## config.mk

```make
export PLATFORM = sky130hd
export DESIGN_NAME = fifo_rd_ctrl
export DESIGN_NICKNAME = d
export VERILOG_FILES = /design/src/rtl/fifo_rd_ctrl.sv
export SDC_FILE = /design/constraint.sdc
export NUM_CORES = 1
export LEC_CHECK = 0
export CELL_PAD_IN_SITES_DETAIL_PLACEMENT = 0
export CELL_PAD_IN_SITES_GLOBAL_PLACEMENT = 1
export CORE_MARGIN = 8
export CORE_UTILIZATION = 43
export DETAILED_ROUTE_END_ITERATION = 6
export DONT_BUFFER_PORTS = 1
export PLACE_DENSITY_LB_ADDON = 0.08
export RECOVER_POWER = 100
export SETUP_SLACK_MARGIN = 0.4
export SLEW_MARGIN = 20
export SYNTH_ARGS = -nofsm -noshare
export SYNTH_HDL_FRONTEND = slang
export SYNTH_SLANG_ARGS = --single-unit
```

## constraint.sdc

```tcl
create_clock -name clk -period 1.5 [get_ports clk]
set_input_delay 0.225 -clock clk [delete_from_list [all_inputs] [get_ports clk]]
set_output_delay 0.225 -clock clk [all_outputs]
set_load 0.01 [all_outputs]
```

## src/rtl/fifo_rd_ctrl.sv

```systemverilog
// fifo_rd_ctrl: turns FIFO RAM reads into an AXI-Stream master stream through a 2-entry head/skid buffer.
// Ports: clk, rstn (sync, active-low), i_rempty (FIFO empty flag), o_ren (read request),
//   i_ram_ren (qualified RAM read), i_rdata (RAM data, one cycle after i_ram_ren),
//   m_tvalid / m_tready / m_tdata (AXI-Stream master).
// Macro FIFO_RD_CTRL_STATS_EN adds o_beat_cnt, a wrapping 32-bit count of accepted beats.
module fifo_rd_ctrl #(
  parameter int DW = 8
) (
  input  logic          clk,
  input  logic          rstn,
  input  logic          i_rempty,
  output logic          o_ren,
  input  logic          i_ram_ren,
  input  logic [DW-1:0] i_rdata,
  output logic          m_tvalid,
  input  logic          m_tready,
`ifdef FIFO_RD_CTRL_STATS_EN
  output logic [DW-1:0] m_tdata,
  output logic [31:0]   o_beat_cnt
`else
  output logic [DW-1:0] m_tdata
`endif
);
  typedef enum logic [1:0] {EMPTY, ONE, TWO} state_t;
  state_t state, state_nx;
  logic inflight, pop, push, head_ld;
  logic [1:0] occ;
  logic [DW-1:0] head, skid;
  // the empty flag is already folded into i_ram_ren upstream, so requests need not look at it
  logic unused;
  assign unused = i_rempty;
  assign pop = m_tvalid & m_tready;
  assign push = inflight;
  always_ff @(posedge clk) begin
    if (!rstn) begin
      state <= EMPTY;
      inflight <= 1'b0;
    end else begin
      state <= state_nx;
      inflight <= i_ram_ren;
    end
  end
  // TWO never sees a push: o_ren stays low whenever the buffer plus the in-flight word is already full
  always_comb begin
    state_nx = state == EMPTY ? (push ? ONE : EMPTY)
             : state == ONE   ? (push && !pop ? TWO : !push && pop ? EMPTY : ONE)
             :                  (pop ? ONE : TWO);
  end
  always_comb begin
    m_tvalid = state != EMPTY;
    occ = state == TWO ? 2'd2 : state == ONE ? 2'd1 : 2'd0;
  end
  // combinational m_tready -> o_ren path: a pop this cycle frees the slot the new request will use
  assign o_ren = rstn && (3'(occ) + 3'(inflight) - 3'(pop)) < 3'd2;
  // skid only matters in TWO, which is entered by a push into ONE without a pop
  assign head_ld = state == TWO ? pop : push && (pop || state == EMPTY);
  always_ff @(posedge clk) begin
    if (head_ld) head <= state == TWO ? skid : i_rdata;
    if (push) skid <= i_rdata;
  end
  assign m_tdata = head;
`ifdef FIFO_RD_CTRL_STATS_EN
  always_ff @(posedge clk) o_beat_cnt <= !rstn ? '0 : o_beat_cnt + 32'(pop);
`endif
endmodule

```

* After elaboration in Yosys (flattened, before gate mapping)
Index checks and enable logic that the tools add are counted.
Cells by class: bitwise gates (word level) 1, $add $sub $neg 2, equal/unequal tests 2, multiplexer cells 10, reductions and logical operators 9, order comparisons 1
Operator list (count):
- $mux 2 | 5
- $mux 8 | 1
- $logic_and 1x1->1 | 4
- $mux 1 | 4
- $add 2x1->3 | 1
- $lt 3x2->1 const B | 1
- $sub 3x1->3 | 1
- $eq 2x1->1 const B | 1
- $eq 2x2->1 const B | 1
- $logic_not 1->1 | 2
- $logic_not 2->1 | 1
- $reduce_bool 2->1 | 1
- $and 1x1->1 | 1
- $logic_or 1x1->1 | 1
Storage, ports and cells: output and inout bits 10, input port bits 13, register bits 19, word-level logic and storage cells 29

* Logic depth before layout (Yosys ltp)
Gate-level depths: netlist of run 1.
depth after elaboration 7, mapped depth 6, mapped depth without buffers 6

* Worst setup path before layout of run 1
Ideal clock, no wire load.
kind reg-to-reg, start point register state[1], end point register head[0], in the netlist m_tdata[0] (enable), cell stages (with the launch flop) 3, data required time 1.116 ns, library setup time 0.384 ns, path buffers 0, clock period less this slack 1.690 ns, arrival time 1.306 ns, slack -0.190 ns, cell sequence dfxtp_1 -> or2_2 -> o21ai_0
On the way: cells in the longest elaborated chain, start to end 5, elaborated cells between the ends (all ways) 7, those cells by class eq/ne: 1; mux: 1; bitwise: 1; reduce/logical: 4
RTL lines:
- start, declared | line 25 | state_t state, state_nx;
- start signal, assigned | line 39 | state <= state_nx;
- $reduce_bool 2->1 * | line 50 | m_tvalid = state != EMPTY;
- via m_tvalid | line 15 | output logic m_tvalid,
- $and 1x1->1 * | line 32 | assign pop = m_tvalid & m_tready;
- $logic_or 1x1->1 | line 56 | assign head_ld = state == TWO ? pop : push && (pop || state == EMPTY);
- $logic_and 1x1->1 | line 56
- $mux 1 * | line 56
- via head_ld | line 26 | logic inflight, pop, push, head_ld;
- end signal, assigned | line 58 | if (head_ld) head <= state == TWO ? skid : i_rdata;
- end, declared | line 28 | logic [DW-1:0] head, skid;
Mark *: on every way through the listed nets, which the timed path passes. The rest lies on a longest branch. A chain may end at the register's enable or synchronous reset.

* Worst setup path in the final report of run 1
start point register state[1], end point output port o_ren
On the way: cells in the longest elaborated chain, start to end 7, elaborated cells between the ends (all ways) 10, those cells by class add/sub: 2; order compare: 1; eq/ne: 2; mux: 2; bitwise: 1; reduce/logical: 2
RTL lines:
- $eq 2x1->1 | line 51 | occ = state == TWO ? 2'd2 : state == ONE ? 2'd1 : 2'd0;
- $mux 1 | line 51
- $mux 2 | line 51
- $add 2x1->3 | line 54 | assign o_ren = rstn && (3'(occ) + 3'(inflight) - 3'(pop)) < 3'd2;
- $sub 3x1->3 * | line 54
- $lt 3x2->1 * | line 54
- $logic_and 1x1->1 * | line 54
- end, declared | line 12 | output logic o_ren,
Mark *: on every way between the ends. The rest lies on a longest branch, timed or not.

==> flow_summary_export.csv, run 1 <==
group,metric,value,unit
drt,remaining_drc_errors,0,
global_routing,grtUsageMet1,8.55,%
pwr,irDropWorstVdd,0.526,mV
yosys,synth.area.top_cells,"edfxtp_1 58%, mux2_4 15%, dfxtp_1 7.3%, buf_12 2.4%, fa_1 2.4%",
timing,setup_ws,-0.417,ns
hold_path,hold_path_class,"primary input to flop",
clock_network,numCtsBuffers,3,
yosys,synth_cell_types,22,
placed_design,numPortBuffers,0,
flow_run,cap_violations,0,
timing,whs,0.0298,ns
global_routing,overflow,0,
placed_design,dp_cells,78,
global_routing,grt_pass1_wl,2280,µm
global_routing,use_met2,16.8,%
timing,relSlewSlack,49.3,%
global_routing,antenna_found_initial,0,
outcome,violations,"negative setup slack",
die,start_util,43.7,%
yosys,yosys.area.top_type_share,58.4,%
critical_path,worst_ep_required_time,1.27,ns
die,num_rows,16,
global_routing,grt_use_met3,2.80,%
layout,antenna_cells,0,
timing,hold_violations,0,
clock_network,clk_pin_slew,0.10,ns
critical_path,crit_arrival,1.69,ns
layout,design_area,998,µm²
timing,skew,0.00364,ns
critical_path,start_kind,"flop",
timing,rsz0062_at_grt,"true",
yosys,synth_area,822,µm²
drt,dr.pass1.iters,4,
die,die_w,59.7,µm
yosys,yosysSeqAreaShare,65.8,%
timing,fin_crit_sh,128,%
yosys,syn_avg_cell_area,17.1,µm²
clock_network,clock-sinks,19,
drt,drt-vias-per-instance,4.76,
die,die_height,59.7,µm
global_routing,track_usage,8.80,%
global_routing,grt_max_degree,14,
yosys,ys_ff_latch,19,
drt,num_vias,414,
timing,finalMaxSlewViolations,0,
pwr,power_density,947,mW/mm²
layout,final_util,53.1,%
clock_network,root_buffer,"clkbuf_4",
outcome,status,"finished with violations",
yosys,syn_nets,62,
pwr,p_leak,0.347,nW
placed_design,post-place-ws,-0.167,ns
critical_path,cp-end-kind,"output pin",
clock_network,clockBufferDepth,2,
die,ioPinCount,23,
layout,drive_gt1_share,46.7,%
timing,fin_tns_setup,-2.31,ns
pwr,total_power,0.946,mW
placed_design,routabilityCongestion,0.739,
global_routing,first_global_vias,469,
yosys,synth_cells,48,
drt,drt-total-wl,1480,µm
drt,wl_per_cell,17.0,µm
yosys,synthArstFlopShare,0,%
placed_design,place_area,890,µm²
timing,tightest_slew,0.760,ns
clock_network,tritoncts,"yes",
die,core,0.00188,mm²
clock_network,htree_levels,1,
yosys,synthFlopType,"edfxtp_1",
timing,period_needed,1.92,ns
layout,syn2layout_area_growth,21.5,%
yosys,synth-edff-count,16,
yosys,yosys.area.top_type,"edfxtp_1",
drt,drtIter0Drc,13,
drt,ant_nets,0,
global_routing,grt.busiest_layer,"met2",
timing,finalSetupViolations,9,
critical_path,path_max_fanout,4,
critical_path,crit_type,"flop to output pin",
clock_network,clkLatencyLatePin,0.28,ns
die,die_area,0.00357,mm²
timing,max_freq,522,MHz
layout,nNetsFinal,75,
layout,layout.cells.non_filler,87,
yosys,ys_warn_count,0,
cells in the mapped netlist, types with 2 or more instances:
| master | instances |
|---|---|
| dfxtp_1 | 3 |
| a21oi_1 | 2 |
| o21ai_0 | 2 |
| edfxtp_1 | 16 |
| mux2_4 | 8 |
layout by cell type, fill, tap and decap left out:
master and instances:
dfxtp_2 1, nor3b_1 1, dlygate4sd3_1 1, mux2_4 8, and2_4 1, and3_4 1, dfxtp_1 1, xnor2_2 1
fa_2 1, edfxtp_1 16, dfxtp_4 1, buf_12 1, and2_1 1, inv_1 1, buf_4 3, buf_6 3
clkbuf_1 2, or2_4 1, nand2b_1 1, o21ai_4 2, a21oi_1 2, nand2_1 1, nand3b_1 1, nor2b_4 1
nand3_1 1, o21bai_1 1, nor2_1 1, or2b_1 1, clkbuf_4 3
final cells by class:
class                      instances  area (µm²)
tap                               27        33.8
inverter                           1        3.75
multi-input combinational         27         299
clock buffer                       4        26.3
fill                             178         883
sequential                        19         546
timing repair buffer               9        90.1
state kept, by name (all words and copies together) (netlist names):
signal / cells
m_tdata: 8
inflight: 1
skid: 8
state: 2
path summary, 6_finish.rpt:
kind	startpoint	to	slack [ns]	cells past startpoint
setup / recovery	state[1]	o_ren	-0.42	6
hold / removal	i_rdata[1]	skid[1]	0.03	0
setup reg to reg	inflight	m_tdata[7]	-0.24	4
hold reg to reg	state[0]	state[0]	0.52	2
report_power, final:
part	total (mW)	switching [mW]	leakage (nW)	internal [mW]
Clock	0.241	0.137	0.0150	0.103
Combinational	0.0841	0.0359	0.156	0.0482
Sequential	0.621	0.0171	0.177	0.604
Total	0.946	0.190	0.347	0.755
timing repair:
action                                 4_1_cts  5_1_grt
gates cloned                                 0        0
endpoints found under the hold margin        1        0
setup endpoints to repair                   18       18
hold buffers                                 1        0
pin swaps                                    2        2
buffers inserted                             3        1
resized for setup                            9        1
cell families after synthesis:
logic type	after synthesis	share of synthesized area (%)
XOR/XNOR	1	1.07
buffers and inverters	2	2.89
multiplexers	8	14.6
adder cells (fa/ha/maj)	1	2.44
AO/OA/AOI/OAI	5	3.35
flip-flops	19	65.8
AND/OR/NAND/NOR	12	9.89
critical path, stage by stage (launching register included):
cell,delay [ns]
dfxtp_4,0.37
and2_4,0.13
o21bai_1,0.09
nand2_1,0.09
fa_2,0.36
xnor2_2,0.16
and3_4,0.21
layer usage:
layer	vias to the layer above	routed length, µm
met3	0	55
met1	206	556
li1	199	-
met4	0	0
met5	-	0
met2	9	864
Note: power is estimated with default switching activity, not from simulation.
==> run 2: changes to the inputs <==
- ABC_AREA: default -> 1
- CORE_UTILIZATION: 43 -> 40
==> run 2 against run 1 <==
The run still ends with negative setup slack left. Total power increased by 4.9%. First-iteration DRC count fell by 7.7%. Register-to-register slack gained 0.30 ns. Setup slack gained 0.051 ns.
==> flow_summary_export.csv, run 2 <==
group,metric,value,unit
die,die_area,0.00361,mm²
drt,dr.pass1.iters,4,
global_routing,grt_max_degree,12,
drt,drtIter0Drc,12,
critical_path,crit_type,"flop to output pin",
global_routing,antenna_found_initial,0,
clock_network,clk_pin_slew,0.11,ns
critical_path,reg2reg_setup_slack,0.06,ns
placed_design,numPortBuffers,0,
timing,whs,0.0244,ns
drt,drt-vias-per-instance,4.40,
critical_path,crit_arrival,1.64,ns
die,num_rows,16,
timing,finalSetupViolations,1,
yosys,yosysSeqAreaShare,69.6,%
yosys,synth_most_common_cell,"nand2_1",
timing,tightest_slew,0.588,ns
timing,finalMaxSlewViolations,0,
timing,hold_violations,0,
yosys,synth_area,777,µm²
clock_network,clkLatencyLatePin,0.29,ns
timing,skew,0.00821,ns
clock_network,clock-sinks,19,
clock_network,clockBufferDepth,2,
critical_path,start_kind,"flop",
drt,num_vias,515,
yosys,yosys.area.top_type,"edfxtp_1",
critical_path,path_max_fanout,4,
die,core,0.00190,mm²
layout,final_common_cell,"nand2_1",
timing,fin_crit_sh,124,%
drt,drt-total-wl,1490,µm
yosys,syn_avg_cell_area,10.8,µm²
hold_path,min_from,"i_rdata[4]",
clock_network,root_buffer,"clkbuf_4",
timing,fin_tns_setup,-0.366,ns
yosys,synthArstFlopShare,0,%
die,die_height,60.1,µm
yosys,synth_cells,72,
yosys,synth.area.top_cells,"edfxtp_1 62%, nand2_1 15%, dfxtp_1 7.7%, inv_1 2.9%, nor2_1 2.9%",
layout,antenna_cells,0,
pwr,irDropWorstVdd,0.515,mV
die,start_util,40.9,%
critical_path,cp-end-kind,"output pin",
placed_design,dp_hpwl,986,µm
yosys,synth_cell_types,12,
pwr,power_density,997,mW/mm²
global_routing,first_global_vias,517,
die,die_w,60.1,µm
timing,setup_ws,-0.366,ns
yosys,ys_ff_latch,19,
hold_path,hold_path_class,"primary input to flop",
clock_network,htree_levels,1,
layout,final_cell_mix,"26 x nand2_1, 16 x edfxtp_1, 7 x inv_1, 7 x nand2_2, 5 x dlygate4sd3_1",
timing,relSlewSlack,60.8,%
yosys,synthFlopType,"edfxtp_1",
die,ioPinCount,23,
critical_path,r2r_cells,2,
critical_path,worst_ep_required_time,1.27,ns
pwr,p_leak,0.420,nW
yosys,synth.cells.most_frequent,"31 x nand2_1, 16 x edfxtp_1, 6 x inv_1, 6 x nor2_1",
clock_network,numCtsBuffers,3,
layout,fillCellCount,174,
global_routing,grt_pass1_wl,2410,µm
yosys,yosys.area.top_type_share,61.8,%
critical_path,crit_end,"o_ren",
drt,wl_per_cell,12.7,µm
yosys,ys_warn_count,0,
layout,nNetsFinal,105,
drt,remaining_drc_errors,0,
outcome,status,"finished with violations",
layout,drive_gt1_share,26.7,%
drt,ant_nets,0,
yosys,syn_nets,86,
critical_path,critPathLaunch,"state[1]",
clock_network,tritoncts,"yes",
timing,rsz0062_at_grt,"true",
placed_design,dp_cells,104,
flow_run,cap_violations,0,
global_routing,track_usage,9.31,%
timing,max_freq,536,MHz
critical_path,r2r_end,"m_tdata[4]",
critical_path,worstReg2RegStart,"inflight",
outcome,violations,"negative setup slack",
placed_design,routabilityCongestion,0.652,
pwr,total_power,0.992,mW
layout,syn2layout_area_growth,28.0,%
layout,layout.cells.non_filler,117,
placed_design,post-place-ws,-0.00786,ns
global_routing,overflow,0,
timing,period_needed,1.87,ns
yosys,synth-edff-count,16,
-- run 2: cell types whose count changed in the layout (fill, tap and decap cells not counted), sizes merged, moves of 4 or more --
cell / delta
dlygate4sd3: +4
inv: +6
mux2: -8
nand2: +32
nor2: +5
-- run 2: worst min-delay path by stage --
stage / depth (start not counted) / to
6_report: 0 / skid[4]
5_1_grt: 0 / skid[4]
2_1_floorplan: 2 / inflight
4_1_cts: 0 / skid[6]
3_5_place_dp: 0 / skid[6]
3_3_place_gp: 2 / inflight
-- run 2: what timing repair did --
| action | 4_1_cts | 5_1_grt |
|---|---|---|
| hold endpoints to repair | 0 | 5 |
| gates resized for setup | 10 | 8 |
| hold buffers | 0 | 5 |
| pin swaps | 3 | 2 |
| buffers inserted | 4 | 0 |
| endpoints found under the setup margin | 10 | 20 |
-- run 2: kinds of logic (layout without fill, tap and decap cells) --
| group | Yosys count | in the layout | share of synthesized area [%] |
|---|---|---|---|
| simple gates | 39 | 39 | 19.5 |
| flops | 19 | 19 | 69.6 |
| buf+inv | 8 | 26 | 4.83 |
| compound gates | 5 | 5 | 3.54 |
| fa+ha+maj | 1 | 1 | 2.58 |
-- run 2: stage by stage --
step	cell area (µm²)	util, %
finish	995	52.3
global route	995	52.3
CTS	950	49.9
detailed placement	852	44.8
global placement	852	44.8
floorplan	785	-
-- run 2: critical path, stage by stage (launching register included) --
cell     delay [ns]
dfxtp_2        0.35
inv_1          0.05
nand2_1        0.05
o21ai_1        0.12
nand2_1        0.07
fa_1           0.49
nand2_1        0.09
nor2_4         0.12
-- run 2: power breakdown --
| group | internal [mW] | switching (mW) |
|---|---|---|
| Sequential | 0.608 | 0.0174 |
| Clock | 0.0992 | 0.158 |
| Combinational | 0.0504 | 0.0591 |
-- run 2: layout make-up --
cell class | count | area, µm² | share of cell area (%)
Sequential cell | 19 | 543 | 54.6
Multi-Input combinational cell | 45 | 243 | 24.4
Timing Repair Buffer | 15 | 121 | 12.2
Tap cell | 27 | 33.8 | 3.40
Inverter | 7 | 26.3 | 2.64
Clock buffer | 3 | 22.5 | 2.26
Clock inverter | 1 | 5.00 | 0.503
-- run 2: layer usage --
metal	GRT usage, %	wire (µm)	vias up
li1	-	-	266
met1	9.89	613	233
met2	15.1	766	14
met3	3.44	90	2
met4	6.12	20	0
met5	0	0	-
==> run 3: changes to the inputs <==
- CORE_UTILIZATION: 40 -> 44
- clock period: 1.5 -> 2.1 ns (I/O delays scaled with it)
==> run 3 against run 2 <==
Largest cell class unchanged. The flow now finishes without violations. Hold slack better by 0.091 ns. Sequential share of layout area up 11 points. Largest power group unchanged. Sequential power decreased by 28%. Critical path depth did not move. Wire length fell by 10%.
==> flow_summary_export.csv, run 3 (synthesis results as in run 2) <==
group,metric,value,unit
timing,fin_crit_sh,94.5,%
timing,period_needed,1.98,ns
critical_path,cp_slowest_stage_delay,0.50,ns
global_routing,overflow,0,
die,die_height,58.0,µm
clock_network,numCtsBuffers,3,
placed_design,numPortBuffers,0,
drt,drt-total-wl,1340,µm
die,core,0.00169,mm²
critical_path,worst_ep_required_time,1.78,ns
critical_path,crit_arrival,1.67,ns
hold_path,min_from,"i_rdata[2]",
outcome,status,"finished clean",
drt,num_vias,460,
timing,tightest_slew,0.634,ns
die,num_rows,15,
global_routing,antenna_found_initial,0,
critical_path,start_kind,"flop",
critical_path,cp-end-kind,"output pin",
critical_path,reg2reg_setup_slack,0.51,ns
critical_path,cp_common_cell,"nand2_1",
clock_network,tritoncts,"yes",
critical_path,r2r_end,"m_tdata[1]",
global_routing,track_usage,8.33,%
layout,layout.cells.non_filler,94,
timing,finalSetupViolations,0,
global_routing,grt_pass1_wl,2010,µm
pwr,power_density,806,mW/mm²
global_routing,grt_max_degree,12,
layout,drive_gt1_share,14.3,%
critical_path,path_cells,"inv_1 -> nand2_1 -> o21ai_1 -> nand2_1 -> fa_1 -> nand2_1 -> nor2_2",
flow_run,cap_violations,0,
critical_path,r2r_cells,2,
layout,fillCellCount,171,
clock_network,clock-sinks,19,
timing,skew,0.00173,ns
timing,rsz0062_at_grt,"true",
die,die_area,0.00337,mm²
pwr,p_leak,0.354,nW
drt,drt-vias-per-instance,4.89,
die,die_w,58.0,µm
timing,hold_violations,0,
timing,finalMaxSlewViolations,0,
placed_design,routabilityCongestion,0.738,
hold_path,whs_path_depth,0,
drt,remaining_drc_errors,0,
clock_network,postCtsSetupBuffers,0,
clock_network,clk_pin_slew,0.10,ns
clock_network,htree_levels,1,
hold_path,hold_path_class,"primary input to flop",
critical_path,cpMaxStageDelayCell,"fa_1",
pwr,irDropWorstVdd,0.325,mV
timing,fin_tns_setup,0,ns
placed_design,dp_cells,90,
drt,drtIter0Drc,10,
critical_path,worstReg2RegStart,"inflight",
layout,antenna_cells,0,
clock_network,clkLatencyLatePin,0.29,ns
critical_path,crit_buf_inv,1,
drt,wl_per_cell,14.3,µm
die,ioPinCount,23,
drt,ant_nets,0,
hold_path,min_to,"skid[2]",
timing,relSlewSlack,57.7,%
layout,nNetsFinal,92,
layout,syn2layout_area_growth,6.92,%
clock_network,cts_hold_buffers,0,
global_routing,first_global_vias,416,
critical_path,crit_family,"adder cells",
die,start_util,46.0,%
layout,final_cell_mix,"31 x nand2_1, 16 x edfxtp_1, 6 x inv_1, 5 x nor2_1",
layout,final_common_cell,"nand2_1",
timing,max_freq,504,MHz
clock_network,clockBufferDepth,2,
clock_network,root_buffer,"clkbuf_4",
critical_path,path_max_fanout,6,
drt,dr.pass1.iters,4,
critical_path,crit_type,"flop to output pin",
[run 3: worst max-delay path by stage]
stage,startpoint,to,slack [ns],cells past startpoint
6_report,state[1],o_ren,0.12,7
5_1_grt,state[1],o_ren,-0.03,7
4_1_cts,state[1],o_ren,0.1,7
3_5_place_dp,state[1],o_ren,0.33,7
3_3_place_gp,state[1],o_ren,0.33,7
2_1_floorplan,state[1],o_ren,0.45,7
[run 3: layout make-up]
class	count	area (µm²)	area share (%)
flip-flops and latches	19	543	65.4
multi-input cells	45	201	24.2
inverters	7	26.3	3.16
clock buffers	3	22.5	2.71
well taps	17	21.3	2.56
repair buffers	2	11.3	1.36
clock inverters	1	5.00	0.602
[run 3: routing by layer]
metal  wire length [µm]  GRT usage [%]  vias up
met5                  0              0        -
met4                 13           6.29        0
li1                   -              -      242
met3                 78           2.87        2
met1                611           9.97      204
met2                637           11.9       12
[run 3: through the flow]
step | hold slack [ns] | area (µm²) | setup WS [ns] | total power, mW | util [%]
after floorplan | 0.408 | 777 | 0.447 | 0.491 | -
after global placement | 0.414 | 802 | 0.334 | 0.503 | 47.5
after detailed placement | 0.414 | 802 | 0.329 | 0.504 | 47.5
after CTS | 0.0984 | 833 | 0.0994 | 0.685 | 49.3
after global routing | 0.0863 | 831 | -0.0270 | 0.706 | 49.2
final | 0.116 | 831 | 0.116 | 0.670 | 49.2
[run 3: repair_timing]
| action | CTS | global route |
|---|---|---|
| pin swaps | 1 | 0 |
| endpoints found under the setup margin | 1 | 1 |
| resized for setup | 4 | 1 |
[run 3: power breakdown]
group	switching, mW	internal [mW]
Sequential	0.0129	0.434
Combinational	0.0322	0.0158
Clock	0.104	0.0707
